==> src/rtl/mbr_prefetch_unit.sv <==
// Instruction-byte prefetcher: issues single-byte reads on memory port B and
// queues returned bytes in a small FIFO that feeds MBR/MBRU.
module mbr_prefetch_unit #(
   parameter int DEPTH  = 4,
   parameter int ADDR_W = 32
) (
   input  logic              clk,
   input  logic              rst,
   input  logic              pc_load,
   input  logic [ADDR_W-1:0] pc_in,
   input  logic              fetch_pop,
   output logic              mbr_valid,
   output logic [31:0]       mbr,
   output logic [31:0]       mbru,
   output logic [ADDR_W-1:0] pc_out,
   output logic              ren_B,
   output logic [ADDR_W-1:0] addr_B,
   input  logic [7:0]        rdata_B
);

   localparam int PTR_W = $clog2(DEPTH);
   localparam int CNT_W = $clog2(DEPTH) + 1;

   typedef enum logic {
      S_REQ,
      S_DATA
   } state_t;

   state_t            state;
   state_t            state_nx;
   logic [ADDR_W-1:0] fptr;
   logic [ADDR_W-1:0] head_pc;
   logic [CNT_W-1:0]  count;
   logic [PTR_W-1:0]  wr_ptr;
   logic [PTR_W-1:0]  rd_ptr;
   logic [7:0]        fifo_mem [DEPTH];
   logic [7:0]        head_byte;
   logic              push;
   logic              pop;

   // Only one read is ever in flight, so checking count at issue time is enough
   // to guarantee the later push always finds room.
   always_comb begin
      state_nx = state;
      ren_B    = 1'b0;
      push     = 1'b0;
      case (state)
         S_REQ: begin
            if (count < CNT_W'(DEPTH) && !pc_load && !rst) begin
               ren_B    = 1'b1;
               state_nx = S_DATA;
            end
         end
         S_DATA: begin
            push     = !pc_load && !rst;
            state_nx = S_REQ;
         end
         default: state_nx = S_REQ;
      endcase
   end

   assign pop       = fetch_pop && mbr_valid && !pc_load && !rst;
   assign addr_B    = fptr;
   assign mbr_valid = (count != '0);
   assign head_byte = fifo_mem[rd_ptr];
   assign mbru      = mbr_valid ? {24'b0, head_byte} : 32'b0;
   assign mbr       = mbr_valid ? {{24{head_byte[7]}}, head_byte} : 32'b0;
   assign pc_out    = head_pc;

   always_ff @(posedge clk) begin
      if (rst) begin
         state   <= S_REQ;
         fptr    <= '0;
         head_pc <= '0;
         count   <= '0;
         wr_ptr  <= '0;
         rd_ptr  <= '0;
      end else if (pc_load) begin
         state   <= S_REQ;
         fptr    <= pc_in;
         head_pc <= pc_in;
         count   <= '0;
         wr_ptr  <= '0;
         rd_ptr  <= '0;
      end else begin
         state <= state_nx;
         if (push) begin
            wr_ptr <= wr_ptr + 1'b1;
            fptr   <= fptr + 1'b1;
         end
         if (pop) begin
            rd_ptr  <= rd_ptr + 1'b1;
            head_pc <= head_pc + 1'b1;
         end
         case ({push, pop})
            2'b10:   count <= count + 1'b1;
            2'b01:   count <= count - 1'b1;
            default: count <= count;
         endcase
      end
   end

   // Storage needs no reset: push is already suppressed by rst and pc_load.
   always_ff @(posedge clk) begin
      if (push) begin
         fifo_mem[wr_ptr] <= rdata_B;
      end
   end

endmodule

==> config.mk <==
export PLATFORM = sky130hd
export DESIGN_NAME = mbr_prefetch_unit
export DESIGN_NICKNAME = d
export VERILOG_FILES = /design/src/rtl/mbr_prefetch_unit.sv
export SDC_FILE = /design/constraint.sdc
export NUM_CORES = 1
export LEC_CHECK = 0
export ABC_AREA = 0
export CORE_UTILIZATION = 45
export CTS_CLUSTER_SIZE = 8
export DETAILED_ROUTE_END_ITERATION = 8
export GPL_ROUTABILITY_DRIVEN = 0
export GPL_TIMING_DRIVEN = 0
export PLACE_DENSITY = 0.83
export SLEW_MARGIN = 0
export SYNTH_ARGS = -nofsm -noshare
export SYNTH_HDL_FRONTEND = slang
export SYNTH_SLANG_ARGS = --single-unit
==> constraint.sdc <==
create_clock -name clk -period 6.55 [get_ports clk]
set_input_delay 1.31 -clock clk [delete_from_list [all_inputs] [get_ports clk]]
set_output_delay 1.31 -clock clk [all_outputs]
set_load 0.02 [all_outputs]
==> impl_metrics.csv <==
group,metric,value,unit
routing,vias,5740,
grt,grt_pass1_vias,5232,
sta,skew,0.00694,ns
sta,tightest_slew,1.17,ns
clocking,clock_path_buffers,2,
clocking,clk_pin_slew,0.07,ns
power,p_comb_share,16.7,%
synth,syn_avg_cell_area,9.50,um2
sta,finalHoldViolations,0,
setup_path,crit_chain,"clkdlybuf4s50_1 -> or2_1 -> clkbuf_1 -> buf_6 -> clkbuf_1 -> nor3_1 -> clkdlybuf4s50_1",
grt,track_usage,26.3,%
synth,syn_inst,631,
sta,max_freq,0.201,GHz
floorplanning,rows,41,
placed_design,io_buffers,148,
synth,synthAdderAreaFrac,1.80,%
power,clkPwrFrac,34.9,%
synth,synth_area,0.00599,mm2
power,switchingPower,420,uW
setup_path,crit_slowest_cell,"clkdlybuf4s50_1",
synth,ys.flop_type,"dfxtp_1",
synth,synthDistinctLibCells,66,
synth,synth-compound-area-share,16.2,%
placed_design,dpl.hpwl,13400,um
power,cell_internal_pwr,1120,uW
floorplanning,core_region_area,0.0128,mm2
synth,ys_warn_count,0,
routing,drt_iter0_markers,514,
floorplanning,die_width,117,um
sta,finalMaxSlewViolations,0,
routing,wl,18100,um
sta,rsz0062_at_grt,"no",
min_path,hold_path.class,"register to register",
synth,ys_seq_area_share,40.8,%
run_status,status,"completed",
routing,wl_per_cell,18.2,um
grt,overflow,0,
power,finalPower,1540,uW
synth,synth_commonest_cells,"74 x dfxtp_1, 58 x buf_4, 32 x edfxtp_1, 31 x nor2_1, 30 x nand4_1",
sta,relSlewSlack,20.9,%
setup_path,cp-startpoint,"rst",
power,worst_ir_drop_vdd,130,uV
sta,fin_crit,4.98,ns
grt,grt_start_max_net_pins,18,
synth,async_flop_share,0,%
routing,via_per_inst,5.79,
clocking,cts-root-buf,"clkbuf_16",
synth,netlist.area_leader.share,24.7,%
run,cap_violations,0,
clocking,cts.sinks,106,
setup_path,critPathRequiredTime,5.24,ns
grt,grt_pass1_wl,28500,um
finish,drive_above_1_share,12.7,%
setup_path,cp-start-kind,"primary input",
synth,synth_xor_area_share,3.07,%
synth,yosysMostFrequentCell,"dfxtp_1",
synth,synth_top_family_by_area,"simple AND/OR/NAND/NOR gates",
setup_path,rrSetupSlack,4.28,ns
synth,synth_seq_cells,106,
setup_path,cpPeakStageDelay,0.66,ns
floorplanning,initial_core_util,46.7,%
clocking,holdBufCountCts,0,
floorplanning,die_h,117,um
synth,muxShareOfSynthArea,3.51,%
clocking,clk_latency,0.34,ns
setup_path,timing.critical_path.buf_inv,5,
power,seq_power_share,48.4,%
grt,antenna_found_initial,0,
clocking,postCtsSetupBuffers,0,
setup_path,worstPathArrival,3.67,ns
routing,drtAntennaViolNets,0,
synth,synth_top_area_cell,"dfxtp_1",
sta,totalNegativeSetupSlack,0,ns
finish,area_growth,34.8,%
clocking,numCtsBuffers,9,
synth,synth_edf_count,32,
floorplanning,die-area,0.0138,mm2
power,swShare,27.3,%
setup_path,crit_end,"ren_B",
setup_path,crit_cells,7,
setup_path,reg2reg_from,"count[0]",
setup_path,end_kind,"primary output",
setup_path,path_class,"primary input to primary output",
power,p_leak,0.00293,uW
finish,diodes,0,
routing,drcViolationCount,0,
power,p_per_area,191,mW/mm2
clocking,cts.repair.resized,0,
synth,synth_simple_gate_area_share,22.8,%
clocking,cts_tree,"done",
setup_path,worstPathMaxFanout,10,
routing,firstDrtPassIters,5,
setup_path,timing.rr.end,"count[2]",
setup_path,r2r_cells,9,
setup_path,path_delay_family,"buffers and inverters",
sta,finalSetupViolations,0,
floorplanning,ios,174,
synth,ys_top_cells_by_area,"dfxtp_1 25%, edfxtp_1 16%, buf_4 7.3%",
finish,nets,866,
sta,fin_crit_sh,76.0,%
clocking,cts_max_level,3,
flip-flops by register name (all words and copies together), names as in the netlist, named ones only:
name and cells:
fifo_mem 32, pc_out 32, wr_ptr 2, state 1, rd_ptr 2, addr_B 32
count 3
power by group through the flow:
stage | Sequential (uW) | Clock (uW) | Combinational, uW
3_5_place_dp | 758 | 0 | 252
4_1_cts | 743 | 541 | 254
3_3_place_gp | 757 | 0 | 249
5_1_grt | 749 | 569 | 273
6_report | 745 | 538 | 257
2_1_floorplan | 780 | 0 | 105
layout make-up:
cell class,count,area (um2)
Tap cell,172,215
Fill cell,1072,4750
Sequential cell,106,2440
Timing Repair Buffer,149,1490
Clock inverter,7,67.6
Multi-Input combinational cell,425,2930
Buffer,95,601
Inverter,28,105
Clock buffer,9,225
cells by family (layout without fill, tap and decap cells):
logic type | after synthesis | count (layout)
xor gates and xnor gates | 21 | 21
other | 1 | 24
and+or+nand+nor | 225 | 225
buffers and inverters | 123 | 288
DFF | 106 | 106
adders and majority gates | 8 | 8
AOI/OAI and AO/OA | 136 | 136
muxes | 11 | 11
metrics by stage:
stage          instance area (um2)  std cells  setup slack, ns  util, %  hold slack, ns
2_1_floorplan                 6080        654             2.62        -           0.485
3_3_place_gp                  7770        974             1.56     60.6           0.507
3_5_place_dp                  7780        975             1.58     60.7           0.525
4_1_cts                       8080        991             1.60     63.0           0.534
5_1_grt                       8080        991             1.48     63.0           0.569
6_report                      8080        991             1.57     63.0           0.530
cell usage in the layout, fill, tap and decap left out, types with 11 or more instances in the layout:
cell,n
clkdlybuf4s50_1,148
and2_1,11
a21boi_0,16
and4_1,14
o31ai_1,14
nand3_1,23
xor2_1,13
nand2_1,29
edfxtp_1,32
nor2_1,31
o31a_1,11
clkbuf_1,23
or4_1,16
dfxtp_1,74
a31oi_1,18
nand4_1,30
a21oi_1,22
o21ai_0,12
nor2b_1,11
nor4_1,12
conb_1,24
inv_1,27
buf_4,59
worst min-delay path by stage:
stage	from	cells past startpoint	endpoint
4_1_cts	pc_out[24]	2	pc_out[24]
6_report	pc_out[24]	2	pc_out[24]
2_1_floorplan	rd_ptr[1]	2	register
3_5_place_dp	pc_out[24]	2	pc_out[24]
3_3_place_gp	rd_ptr[1]	2	register
5_1_grt	pc_out[10]	2	pc_out[10]
worst min-delay path, cell delays in order, from the launching register on:
cell and delay (ns):
dfxtp_1 0.34, o31ai_1 0.07, a31oi_1 0.07
metal layers:
| metal | GRT usage, % | up-vias | routed length [um] |
|---|---|---|---|
| met3 | 6.91 | 58 | 2090 |
| met5 | 0 | - | 0 |
| met4 | 9.82 | 0 | 530 |
| met2 | 40.2 | 378 | 8100 |
| met1 | 35.6 | 2628 | 7340 |
| li1 | - | 2676 | - |
Power figures use the tool's default switching activity.
